[src/rtl/instdec_stage.sv]
// RV32I decode stage with valid/ready handshake and a 2-entry skid buffer.
// Optional handoff statistics are enabled by defining INSTDEC_STATS_EN.
module instdec_stage #(
   parameter int XLEN  = 32,
   parameter int PC_W  = 32,
   parameter int CNT_W = 16
) (
   input  logic              clk,
   input  logic              rst,
   input  logic              flush,
   input  logic              in_valid,
   output logic              in_ready,
   input  logic [31:0]       inst,
   input  logic [PC_W-1:0]   pc,
   output logic              out_valid,
   input  logic              out_ready,
   output logic [PC_W-1:0]   out_pc,
   output logic [6:0]        opcode,
   output logic [4:0]        rd,
   output logic [2:0]        func3,
   output logic [4:0]        rs1,
   output logic [4:0]        rs2,
   output logic [6:0]        func7,
   output logic [XLEN-1:0]   imm,
   output logic [2:0]        imm_fmt,
   output logic              illegal
`ifdef INSTDEC_STATS_EN
   ,
   output logic [CNT_W-1:0]  dec_count,
   output logic [CNT_W-1:0]  ill_count
`endif
);

   localparam logic [6:0] OP_LOAD   = 7'h03;
   localparam logic [6:0] OP_FENCE  = 7'h0F;
   localparam logic [6:0] OP_OPIMM  = 7'h13;
   localparam logic [6:0] OP_AUIPC  = 7'h17;
   localparam logic [6:0] OP_STORE  = 7'h23;
   localparam logic [6:0] OP_OP     = 7'h33;
   localparam logic [6:0] OP_LUI    = 7'h37;
   localparam logic [6:0] OP_BRANCH = 7'h63;
   localparam logic [6:0] OP_JALR   = 7'h67;
   localparam logic [6:0] OP_JAL    = 7'h6F;
   localparam logic [6:0] OP_SYSTEM = 7'h73;

   typedef enum logic [2:0] {
      FMT_R = 3'd0,
      FMT_I = 3'd1,
      FMT_S = 3'd2,
      FMT_B = 3'd3,
      FMT_U = 3'd4,
      FMT_J = 3'd5
   } fmt_e;

   typedef enum logic [1:0] {
      S_EMPTY = 2'd0,
      S_ONE   = 2'd1,
      S_TWO   = 2'd2
   } state_e;

   typedef struct packed {
      logic [PC_W-1:0] pc;
      logic [6:0]      opcode;
      logic [4:0]      rd;
      logic [2:0]      func3;
      logic [4:0]      rs1;
      logic [4:0]      rs2;
      logic [6:0]      func7;
      logic [XLEN-1:0] imm;
      fmt_e            imm_fmt;
      logic            illegal;
   } dec_t;

   dec_t        dec;
   dec_t        out_q;
   dec_t        skid_q;
   state_e      state;
   state_e      state_nxt;
   logic        in_ready_q;
   logic        accept;
   logic        handoff;
   logic        load_out;
   logic        load_skid;
   logic        out_from_skid;
   logic [31:0] imm32;

   // Combinational decode of the incoming word; results are captured only on accept.
   always_comb begin
      // NOTE: every signal written here gets a default first so no latch is inferred.
      imm32       = '0;
      dec.pc      = pc;
      dec.opcode  = inst[6:0];
      dec.rd      = inst[11:7];
      dec.func3   = inst[14:12];
      dec.rs1     = inst[19:15];
      dec.rs2     = inst[24:20];
      dec.func7   = inst[31:25];
      dec.imm_fmt = FMT_R;
      dec.illegal = 1'b0;
      case (inst[6:0])
         OP_LOAD, OP_OPIMM, OP_JALR, OP_SYSTEM, OP_FENCE: begin
            dec.imm_fmt = FMT_I;
            // Shift-immediates carry an unsigned shamt; func7 stays a plain field.
            if (inst[6:0] == OP_OPIMM && inst[13:12] == 2'b01)
               imm32 = {27'b0, inst[24:20]};
            else
               imm32 = {{20{inst[31]}}, inst[31:20]};
         end
         OP_STORE: begin
            dec.imm_fmt = FMT_S;
            imm32       = {{20{inst[31]}}, inst[31:25], inst[11:7]};
         end
         OP_BRANCH: begin
            dec.imm_fmt = FMT_B;
            imm32       = {{19{inst[31]}}, inst[31], inst[7], inst[30:25], inst[11:8], 1'b0};
         end
         OP_LUI, OP_AUIPC: begin
            dec.imm_fmt = FMT_U;
            imm32       = {inst[31:12], 12'b0};
         end
         OP_JAL: begin
            dec.imm_fmt = FMT_J;
            imm32       = {{11{inst[31]}}, inst[31], inst[19:12], inst[20], inst[30:21], 1'b0};
         end
         OP_OP: begin
            dec.imm_fmt = FMT_R;
         end
         default: begin
            dec.illegal = 1'b1;
         end
      endcase
      dec.imm = XLEN'($signed(imm32));
   end

   assign accept    = in_valid & in_ready_q;
   assign handoff   = out_valid & out_ready;
   assign out_valid = (state != S_EMPTY);
   assign in_ready  = in_ready_q;

   // Occupancy control: flush overrides any accept or handoff in the same cycle.
   always_comb begin
      state_nxt     = state;
      load_out      = 1'b0;
      load_skid     = 1'b0;
      out_from_skid = 1'b0;
      if (flush) begin
         state_nxt = S_EMPTY;
      end else begin
         case (state)
            S_EMPTY: begin
               if (accept) begin
                  state_nxt = S_ONE;
                  load_out  = 1'b1;
               end
            end
            S_ONE: begin
               case ({accept, handoff})
                  2'b10: begin
                     state_nxt = S_TWO;
                     load_skid = 1'b1;
                  end
                  2'b11:   load_out  = 1'b1;
                  2'b01:   state_nxt = S_EMPTY;
                  default: state_nxt = S_ONE;
               endcase
            end
            S_TWO: begin
               if (handoff) begin
                  state_nxt     = S_ONE;
                  load_out      = 1'b1;
                  out_from_skid = 1'b1;
               end
            end
            default: state_nxt = S_EMPTY;
         endcase
      end
   end

   always_ff @(posedge clk or posedge rst) begin
      if (rst) begin
         state      <= S_EMPTY;
         in_ready_q <= 1'b1;
         // NOTE: the data entries are reset too, because every output must read 0 out of reset.
         out_q      <= '0;
         skid_q     <= '0;
      end else begin
         // NOTE: non-blocking updates so skid_q is read before it is overwritten in the same edge.
         state      <= state_nxt;
         in_ready_q <= (state_nxt != S_TWO);
         if (load_out)
            out_q <= out_from_skid ? skid_q : dec;
         if (load_skid)
            skid_q <= dec;
      end
   end

   assign out_pc  = out_q.pc;
   assign opcode  = out_q.opcode;
   assign rd      = out_q.rd;
   assign func3   = out_q.func3;
   assign rs1     = out_q.rs1;
   assign rs2     = out_q.rs2;
   assign func7   = out_q.func7;
   assign imm     = out_q.illegal ? '0 : out_q.imm;
   assign imm_fmt = out_q.illegal ? FMT_R : out_q.imm_fmt;
   assign illegal = out_q.illegal;

`ifdef INSTDEC_STATS_EN
   // Saturating handoff counters; a flushed cycle never counts as a handoff.
   always_ff @(posedge clk or posedge rst) begin
      if (rst) begin
         dec_count <= '0;
         ill_count <= '0;
      end else if (handoff && !flush) begin
         if (dec_count != {CNT_W{1'b1}})
            dec_count <= dec_count + 1'b1;
         if (out_q.illegal && ill_count != {CNT_W{1'b1}})
            ill_count <= ill_count + 1'b1;
      end
   end
`endif

endmodule
[config.mk]
export PLATFORM = sky130hd
export DESIGN_NAME = instdec_stage
export DESIGN_NICKNAME = d
export VERILOG_FILES = /design/src/rtl/instdec_stage.sv
export SDC_FILE = /design/constraint.sdc
export NUM_CORES = 1
export LEC_CHECK = 0
export CAP_MARGIN = 20
export CORE_MARGIN = 4
export CORE_UTILIZATION = 52
export DETAILED_ROUTE_END_ITERATION = 10
export PLACE_DENSITY = 0.86
export SLEW_MARGIN = 20
export SYNTH_ARGS = -nofsm -noshare
export SYNTH_HDL_FRONTEND = slang
export SYNTH_SLANG_ARGS = --single-unit
export TNS_END_PERCENT = 1
[constraint.sdc]
create_clock -name clk -period 12.5 [get_ports clk]
set_input_delay 1.875 -clock clk [delete_from_list [all_inputs] [get_ports clk]]
set_output_delay 1.875 -clock clk [all_outputs]
set_load 0.03 [all_outputs]
* Yosys cells after proc, flatten, opt, wreduce, memory -nomap -nowiden *
Index checks and enable logic that the tools add are counted.

storage, ports and cells
  flip-flop bits (word level) = 203
  output and inout port bits = 102
  input bits = 69
  word-level logic and storage cells = 70

cells by class
  muxes and demuxes = 22
  reductions and logical operators = 6
  bitwise operators = 2
  eq/ne operators = 18

operators by type and width
  kind                  number
  $pmux W32 S5          1
  $mux W100             1
  $mux W32              2
  $eq A7 B7 Y1 const B  4
  $eq A7 B6 Y1 const B  3
  $pmux W3 S5           1
  $eq A7 B5 Y1 const B  2
  $pmux W2 S3           2
  $reduce_or A11 Y1     1
  $mux W1               10
  $eq A7 B2 Y1 const B  1
  $eq A7 B4 Y1 const B  1
  $eq A2 B1 Y1 const B  3
  $eq A2 B2 Y1 const B  3
  $mux W2               3
  $reduce_or A5 Y1      1
  $mux W3               1
  $pmux W1 S3           1
  $and A1 B1 Y1         2
  $logic_not A2 Y1      1
  $ne A2 B2 Y1 const B  1
  $reduce_bool A2 Y1    1
  $reduce_or A2 Y1      1
  $logic_and A1 B1 Y1   1

* Depth between registers and ports, before layout *
  depth after elaboration = 7
  mapped depth = 8
  depth with buffers taken out = 5

* Least setup slack after synthesis *
Ideal clock, no wire load.

  kind = input to register
  start point = input inst[3]
  end point = register skid_q[15] in the netlist's numbering
  stages = 6
  slack = 9,016 ps
  required time = 12,375 ps
  data arrival time = 3,359 ps
  library setup time = 125 ps
  path buffers = 1
  cell sequence = buf_6 -> or4b_4 -> o311ai_4 -> a21oi_2 -> a221o_1 -> mux2_4

between the ends
  word-level cells in the longest chain between the ends = 4
  elaborated cells on any way between the ends = 15
  classes of those cells = 10 x eq/ne; 2 x mux; 3 x reduce/logical

RTL lines
  item                  RTL line  source
  from (decl)           13        input logic [31:0] inst,
  $eq A7 B5 Y1          100, 104
  $logic_and A1 B1 Y1   104       if (inst[6:0] == OP_OPIMM && inst[13:12] == 2'b01)
  $mux W32              104
  $pmux W32 S5 *        100       case (inst[6:0])
  to (signal assigned)  185       skid_q <= '0;
  to (signal assigned)  193       skid_q <= dec;
  to (decl)             76        dec_t skid_q;

Every way passes the cells marked *; elsewhere a longest branch is shown, timed or not.
A chain may end at the register's enable or synchronous reset.

* Final worst setup path *
  start point = input out_ready
  end point = register out_q[8] in the netlist's numbering

between the ends
  word-level cells in the longest chain between the ends = 5
  elaborated cells on any way between the ends = 9
  classes of those cells = 1 x eq/ne; 7 x mux; 1 x bitwise

RTL lines
  item                                            RTL line  source
  from (decl)                                     16        input logic out_ready,
  $and A1 B1 Y1 *                                 136       assign handoff = out_valid & out_ready;
  $eq A2 B2 Y1 / $mux W1 (equally long branches)  157, 168
  $mux W1 (on tied branches)                      157, 149
  $pmux W1 S3 / $mux W1 (equally long branches)   149, 146
  $mux W1 / $mux W100 (equally long branches)     146, 191
  to (signal assigned)                            191       out_q <= out_from_skid ? skid_q : dec;
  to (decl)                                       75        dec_t out_q;

Marks and branches as above.

==> results.cfg <==
[outcome]
status = completed

[logic_synthesis]
synthFlopType = dfrtp_1
synth_cell_types = 43
ys_ff_latch = 203
synth_xor_xnor_area_share = 0.00188
muxShareOfSynthArea = 0.00282
synth_compound_area_frac = 0.139
synth_edf_count = 0
yosys.area_share.adder = 0
synth_top_family_by_area = simple AND/OR/NAND/NOR gates
synthSimpleGateAreaFrac = 0.227
netlist_instances = 1067
netlist_area_um2 = 9330
synth_area_per_cell_um2 = 8.74
synthesis.nets = 1136
synthArstFlopShare = 1.00
yosys_warnings = 0
ys_seq_area_frac = 0.545

[clock_network]
post-cts-setup-buffers = 0
clock-sinks = 203
clk_root_buffer_cell = clkbuf_16
cts_tree = built
cts.path.max_buffers = 3
cts_buffers = 21
clk_pin_slew_ns = 0.06
post_cts_resized = 0
cts.htree.levels = 1
postCtsHoldBufs = 0
clkLatencyLatePin_ns = 0.50

[power_and_ir_drop]
p_leak_nw = 5.11
peakVddDrop_uv = 110
power.density_nw_per_um2 = 172
p_total_mw = 1.95

[grt]
grt_start_max_net_pins = 125
grt_antenna_before_repair = 0
grt_usage = 0.241
grt_pass1_wl_um = 39600
overflow = 0
grt_pass1_vias = 7652

[timing]
fmax_ghz = 0.228
period_needed_ns = 4.38
tightest_slew_ns = 1.07
finalHoldViolCount = 0
setup_ws_ns = 8.12
fin_crit_sh = 0.350
rsz0062_at_grt = no
setup_tns_ns = 0
slew_headroom = 0.287
skew_ns = 0.00593
setup_violations = 0
slew_viol_final = 0

[route]
drc = 0
drt_iter0_markers = 609
vias = 7707
postRouteWirelength_um = 24200
vias_per_cell = 5.61
wire_per_inst_um = 17.6
ant_nets = 0
first_pass_iters = 5

[place]
post-dp-hpwl_um = 15000
port_buffers = 170
place_congestion = 0.833
place_ws_ns = 7.61

[cells_and_area]
syn_to_final_growth_pct = 21.7
multi_input_area_um2 = 3490
antenna_cells = 0
nFillCells = 1422
final_nets = 1203
drive_gt1_frac = 0.0470
ff_latch_area_um2 = 5080

[worst_setup_path]
worstSetupPathType = primary input to flop
rrSetupSlack_ns = 9.58
worstPathArrival_ns = 4.78
crit_path_end_kind = flop
required_ns = 12.91
cp_max_fo = 70
start_kind = primary input

[die]
coreArea_um2 = 17400
io-pin-count = 171
num_rows = 48
die_h_um = 142
start_util = 0.536
die_w_um = 142
die-area_um2 = 20100

[run]
drv_cap = 0

[min_path]
hold_class = flop to flop
[area by class of cell]
| type | instances | share of cell area |
|---|---|---|
| Tap cell | 225 | 0.0248 |
| Clock inverter | 4 | 0.00650 |
| Sequential cell | 203 | 0.448 |
| Multi-Input combinational cell | 725 | 0.307 |
| Clock buffer | 34 | 0.0550 |
| Timing Repair Buffer | 179 | 0.157 |
| Inverter | 4 | 0.00198 |
[cells by family after synthesis]
kind of cell	Yosys count
simple gates	518
compound gates	203
flops	203
buf+inv	139
xor+xnor	2
mux	2
[worst max-delay path, cell delays in order]
cell	delay [ns]
clkdlybuf4s50_1	0.61
nor2b_1	0.12
o31ai_1	0.31
nor2b_4	0.78
buf_4	0.69
o22ai_1	0.15
a31oi_1	0.20
[sequential cells by signal, indices dropped and copies added (netlist names), 2 cells and up]
name / flops
opcode: 7
rd: 5
out_pc: 32
func3: 3
func7: 7
skid_q: 100
out_q: 35
state: 2
rs1: 5
rs2: 5
[cells in the mapped netlist (2+ instances only)]
| master | instances | area share |
|---|---|---|
| a21oi_1 | 41 | 0.022 |
| a22oi_1 | 11 | 0.0089 |
| and3_1 | 2 | 0.0013 |
| nand2b_1 | 4 | 0.0027 |
| xnor2_1 | 2 | 0.0019 |
| clkbuf_1 | 54 | 0.022 |
| and2_1 | 5 | 0.0034 |
| nor2b_1 | 41 | 0.027 |
| a31oi_1 | 71 | 0.048 |
| dfrtp_1 | 202 | 0.54 |
| o31ai_1 | 3 | 0.0024 |
| nand2_1 | 364 | 0.15 |
| o22ai_1 | 15 | 0.010 |
| or4_1 | 2 | 0.0016 |
| a211oi_1 | 9 | 0.0072 |
| buf_4 | 64 | 0.052 |
| nor2_1 | 90 | 0.036 |
| o21ai_0 | 27 | 0.014 |
| inv_1 | 4 | 0.0016 |
| nor3_1 | 2 | 0.0011 |
| a21o_1 | 6 | 0.0048 |
| buf_2 | 15 | 0.0080 |
| a22o_1 | 13 | 0.012 |
[metrics by stage]
step | util | hold WS, ns | cells | cell area (um2)
CTS | 0.651 | 0.477 | 1373 | 11300
detailed placement | 0.611 | 0.462 | 1335 | 10600
global placement | 0.611 | 0.456 | 1335 | 10600
finish | 0.652 | 0.473 | 1374 | 11400
floorplan | - | 0.445 | 1067 | 9330
global route | 0.652 | 0.500 | 1374 | 11400
[layer usage]
layer / GRT usage / wire length (um)
met5: 0 / 0
met4: 0.0722 / 588
met3: 0.0383 / 1710
met1: 0.329 / 10100
met2: 0.400 / 11800
[cell usage in the layout, fill, tap and decap left out, types with 2 or more instances in the layout]
| master | n |
|---|---|
| o31ai_1 | 3 |
| a22o_1 | 13 |
| a21o_1 | 6 |
| a211oi_1 | 9 |
| dfrtp_1 | 202 |
| buf_4 | 8 |
| clkbuf_16 | 21 |
| a22oi_1 | 11 |
| o21ai_0 | 27 |
| xnor2_1 | 2 |
| nand2b_1 | 4 |
| clkbuf_8 | 5 |
| clkdlybuf4s50_1 | 170 |
| and2_1 | 4 |
| o22ai_1 | 15 |
| and3_1 | 2 |
| bufinv_16 | 2 |
| nor2_1 | 90 |
| nand2_1 | 363 |
| clkbuf_1 | 8 |
| nor3_1 | 2 |
| nor2b_1 | 40 |
| a31oi_1 | 71 |
| a21oi_1 | 41 |
| inv_1 | 3 |
[report_power, final]
| part | total, mW | internal, mW | switching [mW] | leakage (nW) |
|---|---|---|---|---|
| Clock | 0.637 | 0.383 | 0.254 | 0.341 |
| Combinational | 0.449 | 0.186 | 0.263 | 2.28 |
| Sequential | 0.861 | 0.788 | 0.0736 | 2.49 |
| Total | 1.95 | 1.36 | 0.591 | 5.11 |
[path summary, 6_finish.rpt]
| check | to | start | cells after the start |
|---|---|---|---|
| setup / recovery | out_q[8]$_DFFE_PP0P_ | out_ready | 7 |
| hold / removal | skid_q[55]$_DFFE_PP0P_ | skid_q[55]$_DFFE_PP0P_ | 2 |
| setup reg to reg | out_q[8]$_DFFE_PP0P_ | in_ready$_DFF_PP1_ | 6 |
| hold reg to reg | skid_q[55]$_DFFE_PP0P_ | skid_q[55]$_DFFE_PP0P_ | 2 |
| max in group asynchronous | out_q[29]$_DFFE_PP0P_ | rst | 4 |
| min in group asynchronous | skid_q[79]$_DFFE_PP0P_ | rst | 2 |
(Power assumes the default switching activity.)
